## src/rtl/nn_bram_pkg.sv

```systemverilog
// Shared constants and FSM encoding for the activation BRAM row reader.
package nn_bram_pkg;

    localparam int unsigned N_ELEM_DEF = 28;    // elements per row
    localparam int unsigned DATA_W_DEF = 8;     // signed int8 activations
    localparam int unsigned ADDR_W_DEF = 11;    // 2048 x 8 in one 18Kb macro
    localparam int unsigned BRAM_DEPTH = 2048;

    // BRAM read latency encoding: output register off / on
    localparam int unsigned RD_LAT_NO_REG = 1;
    localparam int unsigned RD_LAT_DO_REG = 2;

    typedef enum logic [1:0] {
        StIdle  = 2'd0,
        StIssue = 2'd1,
        StDrain = 2'd2,
        StDone  = 2'd3
    } rd_state_e;

endpackage

```

## src/rtl/bram_rd_capture.sv

```systemverilog
// Capture side of the row reader: delays each request tag by the BRAM read
// latency, writes returning data into the shadow row, flags the final slot.
// Optional macro BRAM_ROW_READER_RELU_EN clamps negative elements to zero.
module bram_rd_capture
    import nn_bram_pkg::*;
#(
    parameter int unsigned N_ELEM = N_ELEM_DEF,
    parameter int unsigned DATA_W = DATA_W_DEF,
    parameter int unsigned RD_LAT = RD_LAT_NO_REG,
    parameter int unsigned CNT_W  = $clog2(N_ELEM)
) (
    input  logic                       i_clk,
    input  logic                       i_rst,
    input  logic                       i_req_vld,
    input  logic [CNT_W-1:0]           i_req_idx,
    input  logic [DATA_W-1:0]          i_mem_dout,
    output logic                       o_cap_last,
    output logic [N_ELEM*DATA_W-1:0]   o_row_next
);

    logic [RD_LAT-1:0]        r_vld_pipe;
    logic [CNT_W-1:0]         r_idx_pipe [RD_LAT];
    logic [N_ELEM*DATA_W-1:0] r_shadow;
    logic                     w_cap_vld;
    logic [CNT_W-1:0]         w_cap_idx;
    logic [DATA_W-1:0]        w_elem;

    assign w_cap_vld  = r_vld_pipe[RD_LAT-1];
    assign w_cap_idx  = r_idx_pipe[RD_LAT-1];
    assign o_cap_last = w_cap_vld && (w_cap_idx == CNT_W'(N_ELEM - 1));

`ifdef BRAM_ROW_READER_RELU_EN
    assign w_elem = i_mem_dout[DATA_W-1] ? '0 : i_mem_dout;
`else
    assign w_elem = i_mem_dout;
`endif

    // Delay each request's valid/slot tag so it lines up with its returning data
    always_ff @(posedge i_clk) begin
        if (i_rst) begin
            r_vld_pipe <= '0;
            for (int i = 0; i < int'(RD_LAT); i++) begin
                r_idx_pipe[i] <= '0;
            end
        end else begin
            r_vld_pipe[0] <= i_req_vld;
            r_idx_pipe[0] <= i_req_idx;
            for (int i = 1; i < int'(RD_LAT); i++) begin
                r_vld_pipe[i] <= r_vld_pipe[i-1];
                r_idx_pipe[i] <= r_idx_pipe[i-1];
            end
        end
    end

    // Shadow row with the element arriving this cycle merged in; the top latches
    // this on the final capture so the last element is part of the atomic update
    always_comb begin
        o_row_next = r_shadow;
        if (w_cap_vld) begin
            o_row_next[w_cap_idx*DATA_W +: DATA_W] = w_elem;
        end
    end

    // Shadow register file
    always_ff @(posedge i_clk) begin
        if (i_rst) begin
            r_shadow <= '0;
        end else begin
            r_shadow <= o_row_next;
        end
    end

endmodule

```

## src/rtl/bram_row_reader.sv

```systemverilog
// Fetches one row of N_ELEM signed activations from the activation BRAM and
// presents it as a flat parallel bus, updated atomically with the done pulse.
// Optional macro BRAM_ROW_READER_RELU_EN (in bram_rd_capture) clamps negatives.
module bram_row_reader
    import nn_bram_pkg::*;
#(
    parameter int unsigned N_ELEM = N_ELEM_DEF,
    parameter int unsigned DATA_W = DATA_W_DEF,
    parameter int unsigned ADDR_W = ADDR_W_DEF,
    parameter int unsigned RD_LAT = RD_LAT_NO_REG
) (
    input  logic                       i_clk,
    input  logic                       i_rst,
    input  logic                       i_start,
    input  logic [ADDR_W-1:0]          i_base_addr,
    output logic [ADDR_W-1:0]          o_mem_addr,
    output logic                       o_mem_en,
    input  logic [DATA_W-1:0]          i_mem_dout,
    output logic                       o_busy,
    output logic                       o_done,
    output logic                       o_range_err,
    output logic [N_ELEM*DATA_W-1:0]   o_row_data
);

    localparam int unsigned       CNT_W    = $clog2(N_ELEM);
    localparam logic [ADDR_W-1:0] MAX_BASE = ADDR_W'(2**ADDR_W - N_ELEM);
    localparam logic [CNT_W-1:0]  LAST_IDX = CNT_W'(N_ELEM - 1);

    rd_state_e                r_state, w_state_nxt;
    logic [ADDR_W-1:0]        r_mem_addr, w_addr_nxt;
    logic                     r_mem_en, w_en_nxt;
    logic                     r_busy, w_busy_nxt;
    logic                     r_done, w_done_nxt;
    logic                     r_range_err, w_err_nxt;
    logic [CNT_W-1:0]         r_issue_cnt, w_cnt_nxt;
    logic [N_ELEM*DATA_W-1:0] r_row_data, w_row_nxt;
    logic                     w_cap_last;
    logic [N_ELEM*DATA_W-1:0] w_row_next;

    assign o_mem_addr  = r_mem_addr;
    assign o_mem_en    = r_mem_en;
    assign o_busy      = r_busy;
    assign o_done      = r_done;
    assign o_range_err = r_range_err;
    assign o_row_data  = r_row_data;

    bram_rd_capture #(
        .N_ELEM (N_ELEM),
        .DATA_W (DATA_W),
        .RD_LAT (RD_LAT),
        .CNT_W  (CNT_W)
    ) u_capture (
        .i_clk      (i_clk),
        .i_rst      (i_rst),
        .i_req_vld  (r_mem_en),
        .i_req_idx  (r_issue_cnt),
        .i_mem_dout (i_mem_dout),
        .o_cap_last (w_cap_last),
        .o_row_next (w_row_next)
    );

    // Next-state and register updates for the issue/drain sequencer
    always_comb begin
        w_state_nxt = r_state;
        w_addr_nxt  = r_mem_addr;
        w_en_nxt    = r_mem_en;
        w_busy_nxt  = r_busy;
        w_done_nxt  = 1'b0;
        w_err_nxt   = 1'b0;
        w_cnt_nxt   = r_issue_cnt;
        w_row_nxt   = r_row_data;
        unique case (r_state)
            StIdle: begin
                if (i_start) begin
                    // Rows never wrap past the top of the BRAM
                    if (i_base_addr > MAX_BASE) begin
                        w_err_nxt = 1'b1;
                    end else begin
                        w_state_nxt = StIssue;
                        w_addr_nxt  = i_base_addr;
                        w_en_nxt    = 1'b1;
                        w_busy_nxt  = 1'b1;
                        w_cnt_nxt   = '0;
                    end
                end
            end
            StIssue: begin
                if (r_issue_cnt == LAST_IDX) begin
                    w_en_nxt    = 1'b0;
                    w_state_nxt = StDrain;
                end else begin
                    w_addr_nxt = r_mem_addr + 1'b1;
                    w_cnt_nxt  = r_issue_cnt + 1'b1;
                end
            end
            StDrain: begin
                if (w_cap_last) begin
                    w_row_nxt   = w_row_next;
                    w_done_nxt  = 1'b1;
                    w_busy_nxt  = 1'b0;
                    w_state_nxt = StDone;
                end
            end
            StDone: begin
                w_state_nxt = StIdle;
            end
            default: begin
                w_state_nxt = StIdle;
            end
        endcase
    end

    // State and output registers with synchronous reset
    always_ff @(posedge i_clk) begin
        if (i_rst) begin
            r_state     <= StIdle;
            r_mem_addr  <= '0;
            r_mem_en    <= 1'b0;
            r_busy      <= 1'b0;
            r_done      <= 1'b0;
            r_range_err <= 1'b0;
            r_issue_cnt <= '0;
            r_row_data  <= '0;
        end else begin
            r_state     <= w_state_nxt;
            r_mem_addr  <= w_addr_nxt;
            r_mem_en    <= w_en_nxt;
            r_busy      <= w_busy_nxt;
            r_done      <= w_done_nxt;
            r_range_err <= w_err_nxt;
            r_issue_cnt <= w_cnt_nxt;
            r_row_data  <= w_row_nxt;
        end
    end

endmodule

```

## config.mk

```make
export PLATFORM = sky130hd
export DESIGN_NAME = bram_row_reader
export DESIGN_NICKNAME = d
export VERILOG_FILES = /design/src/rtl/nn_bram_pkg.sv /design/src/rtl/bram_rd_capture.sv /design/src/rtl/bram_row_reader.sv
export SDC_FILE = /design/constraint.sdc
export NUM_CORES = 1
export LEC_CHECK = 0
export BUFFER_PORTS_ARGS = -buffer_cell sky130_fd_sc_hd__buf_2
export CAP_MARGIN = 25
export CORE_AREA = 3 3 209 211
export DETAILED_ROUTE_END_ITERATION = 8
export DIE_AREA = 0 0 212 214
export PLACE_DENSITY = 0.61
export SKIP_LAST_GASP = 1
export SLEW_MARGIN = 20
export SYNTH_ARGS = -nofsm -noshare
export SYNTH_HDL_FRONTEND = slang
export SYNTH_SLANG_ARGS = --single-unit
```

## constraint.sdc

```tcl
create_clock -name i_clk -period 3.3 [get_ports i_clk]
set_input_delay 0.66 -clock i_clk [delete_from_list [all_inputs] [get_ports i_clk]]
set_output_delay 0.66 -clock i_clk [all_outputs]
set_load 0.005 [all_outputs]
```

* Word level (Yosys, flattened, before mapping)
Memory sizes are Yosys's and may differ from the RTL's. Cells that the tools add are included.
Storage, ports and cells: bits in registers 471, memory bits (writable) 5, input port bits 22, output and inout port bits 239, word-level logic and storage cells 70, memories kept 1
Memories:
- u_capture.r_idx_pipe | depth 1, width 5, read ports 1, clocked after Yosys merged registers in 0, write ports 1, line bram_rd_capture.sv:22 | logic [CNT_W-1:0] r_idx_pipe [RD_LAT];
Cells by class: add/subtract/negate cells 3, order comparisons 1, eq/ne operators 10, shifts and indexed selects 2, muxes and demuxes 28, bitwise gates (word level) 3, reduce and logical (&&, ||, !) cells 12
Operators with widths (count):
- $bwmux 224 | 1
- $mux 224 | 1
- $shift 8x34->224 const A | 1
- $shiftx 8x34->224 | 1
- $neg 8->34 | 1
- $mux 11 | 3
- $pmux 11 s2 | 1
- $mux 5 | 4
- $reduce_and 4->1 | 4
- $add 11x1->11 const B | 1
- $gt 11x11->1 const B | 1
- $eq 5x5->1 const B | 2
- $mux 1 | 10
- $pmux 5 s2 | 1
- $mux 2 | 4
- $ne 2x2->1 const B | 4
- $pmux 2 s4 | 1
- $add 5x1->5 const B | 1
- $reduce_or 5->1 | 1
- $eq 2x2->1 const B | 2
- $pmux 1 s2 | 2
- $reduce_bool 2->1 | 2
- $not 1->1 | 3
- $reduce_or 3->1 | 1
- 6 further kinds | 6

* Longest topological paths before layout
word-level depth 4, mapped depth 16

* Cells and area by module
A second synthesis with hierarchy kept.
Second synthesis, totals: cells, all modules 2497, area, all modules 20596.0 um2
By module, submodules not included:
- bram_rd_capture | times used 1, cells an instance 1370, area each 11628.7 um2, seq. area each 4604.4 um2
- bram_row_reader | times used 1, cells an instance 1127, area each 8967.4 um2, seq. area each 4924.7 um2

* Worst setup path before layout
OpenSTA, ideal clock, no wires.
kind register to register, start point memory u_capture.r_idx_pipe[0][0] (netlist name), end point register u_capture.r_shadow[174], setup time 0.128 ns, arrival 3.381 ns, required time 3.172 ns, slack -0.208 ns, stages on the path, launching flop included 17, path through dfxtp_1 buf_2 inv_1 ha_1 buf_2 nor2b_1 nor2b_1 ha_1 nand2b_1 clkbuf_1 a2111o_1 buf_2 or3_1 buf_2 buf_2 mux2i_1 nor2_1
RTL lines:
- start, declared | line bram_rd_capture.sv:22
- end signal, assigned | line bram_rd_capture.sv:69 | r_shadow <= o_row_next;
- end, declared | line bram_rd_capture.sv:23 | logic [N_ELEM*DATA_W-1:0] r_shadow;

==> flow_summary.json <==
{
  "clock-sinks": 476,
  "path_clk_slew_ns": 0.06,
  "synth_edf_count": 0,
  "yosysWarnings": 0,
  "critPathCaptureType": "flop",
  "fin_worst_skew_ns": 0.01457,
  "clkLatencyLatePin_ns": 0.58,
  "tightest_slew_ns": 0.8067,
  "via_count": 14250,
  "globalRoute.totalOverflow": 0,
  "p_clk_frac": 0.446,
  "crit_fanout": 15,
  "initial_core_util": 0.4179,
  "ir_worst_vdd_v": 0.0003468,
  "cp.arrival_ns": 3.45,
  "grtUsageTotal": 0.2178,
  "setup_viol": 0,
  "die_w_um": 212,
  "viasPerCell": 5.275,
  "drt_pass1_iterations": 6,
  "drc_errors": 0,
  "drt_iter0_markers": 964,
  "grt_first_pass_wirelength_um": 78270,
  "fin_tns_setup_ns": 0,
  "gp_congestion": 0.8457,
  "synth_seq_area_share": 0.5436,
  "min_period_ns": 3.015,
  "whs_ns": 0.2903,
  "areaGrowthSynthToFinish_pct": 20.57,
  "post-route-period-util": 0.9135,
  "p_int_mw": 9.691,
  "die_y_um": 214,
  "cts_htree_levels": 2,
  "fmax_mhz": 331.7,
  "relSlewSlack": 0.4622,
  "p_switching_mw": 3.226,
  "synthTopCellsByCount": "476 x dfxtp_1, 273 x a21oi_1, 246 x nor2_1, 192 x o21ai_0, 164 x mux2i_1",
  "synthDistinctLibCells": 55,
  "synthArstFlopShare": 0,
  "yosysTopAreaCellShare": 0.5436,
  "crit_start": "u_capture.r_idx_pipe[0][0]",
  "required_ns": 3.73,
  "switching_share": 0.2497,
  "num_rows": 75,
  "routedWlPerCell_um": 18.91,
  "syn_inst": 1920,
  "synth_most_common_cell": "dfxtp_1",
  "synth.avg_cell_area_um2": 9.131,
  "die_area_um2": 45370,
  "drive_gt1_frac": 0.1906,
  "outcome": "finished, final reports clean",
  "cts_tree": "built",
  "clockBufferDepth": 3,
  "clockRootBuffer": "clkbuf_16",
  "pwr-share-comb": 0.095,
  "grt_max_degree": 130,
  "n_fill_cell": 3944,
  "hold_class": "input port to flop",
  "regToRegStartpoint": "u_capture.r_idx_pipe[0][0]",
  "power.leakage_nw": 8.742,
  "power_density_nw_per_um2": 611.1,
  "min_from": "i_rst",
  "grt_pass1_vias": 13410,
  "hold_viol": 0,
  "finalMaxSlewViolations": 0,
  "netlist_top_cells_area": "dfxtp_1 54%, mux2i_1 9.4%, a21oi_1 7.8%, o21ai_0 5.5%, nor2_1 5.3%",
  "antenna_left": 0,
  "port_buffers": 260,
  "hold_buffers": 0,
  "rsz0062_at_grt": "false",
  "core_area_um2": 41950,
  "antenna-diode-count": 0,
  "synth_seq_cells": 476,
  "pin_count": 261,
  "synth_nets": 1951,
  "seqPwrFrac": 0.459,
  "layout.nets": 2159,
  "wirelength_um": 51070,
  "cts_buffers": 50,
  "netlist_area_um2": 17530,
  "path_class": "flop to flop",
  "power_mw": 12.92,
  "max-cap-violations": 0,
  "startpoint_type": "flop",
  "synth_flop_cell": "dfxtp_1",
  "hpwl_um": 34340,
  "antenna_found_initial": 0,
  "yosys.area.top_type": "dfxtp_1"
}
-- final cells by class --
| cell class | instances | area (um^2) | area share |
|---|---|---|---|
| multi-input combinational | 1271 | 7380 | 0.3491 |
| timing repair buffer | 306 | 1777 | 0.08406 |
| sequential | 476 | 9530 | 0.4509 |
| clock buffer | 73 | 1481 | 0.07009 |
| tap | 539 | 674.4 | 0.03191 |
| clock inverter | 13 | 205.2 | 0.009708 |
| inverter | 23 | 88.84 | 0.004203 |
-- routing by layer --
layer	wire (um)	track usage	vias up
li1	-	-	7079
met1	22830	0.2927	6672
met2	23990	0.3549	428
met3	3312	0.04745	68
met4	940	0.05805	0
met5	0	0	-
-- per-stage QoR --
step	std cells	utilization	setup WS [ns]	instance area (um^2)
5_1_grt	2701	0.5039	0.02466	21140
3_3_place_gp	2613	0.4622	0.1559	19390
4_1_cts	2699	0.5024	0.09661	21070
6_report	2701	0.5039	0.2854	21140
3_5_place_dp	2613	0.4622	0.1317	19390
2_1_floorplan	1920	-	0.004198	17540
-- power by group through the flow --
| stage | sequential, mW | clock, mW | combinational [mW] |
|---|---|---|---|
| finish | 5.93 | 5.76 | 1.22 |
| global placement | 6.05 | 0 | 1.18 |
| global route | 5.95 | 6.12 | 1.33 |
| detailed placement | 6.06 | 0 | 1.20 |
| floorplan | 6.04 | 0 | 0.756 |
| CTS | 5.93 | 5.89 | 1.21 |
-- repair_timing --
action	in CTS	in global routing
endpoints found under the setup margin	0	80
gates resized for setup	0	6
setup buffers	0	1
-- worst max-delay path: stages, from the launching register on --
cell	delay, ns
dfxtp_2	0.32
inv_1	0.05
ha_1	0.14
nor2b_1	0.24
nor2b_1	0.17
ha_1	0.27
nand2b_1	0.22
a2111o_1	0.53
or3_1	0.65
nand3_1	0.20
a21oi_1	0.07
-- sequential cells by signal, summed over array words and instances, names as in the netlist, 2 cells and up --
| name | cells |
|---|---|
| o_mem_addr | 11 |
| r_state | 2 |
| u_capture.r_shadow | 224 |
| r_issue_cnt | 5 |
| o_row_data | 224 |
| u_capture.r_idx_pipe | 5 |
-- layout by cell type, fill, tap and decap left out, types with 20 or more instances in the layout --
master	Yosys	routed
nor3_1	21	21
nor2_1	246	245
mux2i_1	164	163
a211oi_1	20	20
nand3_1	52	50
inv_1	23	22
o21ai_0	192	192
dfxtp_1	476	475
a31oi_1	21	21
buf_4	2	37
a21oi_1	273	273
buf_2	11	259
nand2_1	129	129
clkbuf_16	0	53
or3_1	34	33
-- worst paths after layout --
path | slack, ns | to | depth (start not counted)
setup / recovery | 0.29 | o_row_data[143] | 10
hold / removal | 0.29 | r_issue_cnt[0] | 2
setup reg to reg | 0.29 | o_row_data[143] | 10
hold reg to reg | 0.45 | o_row_data[168] | 2
-- logic make-up (layout without fill, tap and decap cells) --
group	Yosys count	after routing	share of synthesized area
xor+xnor	7	7	0.003926
fa+ha+maj	9	9	0.006424
buf+inv	173	415	0.03826
flops	476	476	0.5436
simple gates	564	564	0.1547
mux	164	164	0.09364
compound gates	527	527	0.1594
No activity file was read; power rests on OpenSTA's default activity.
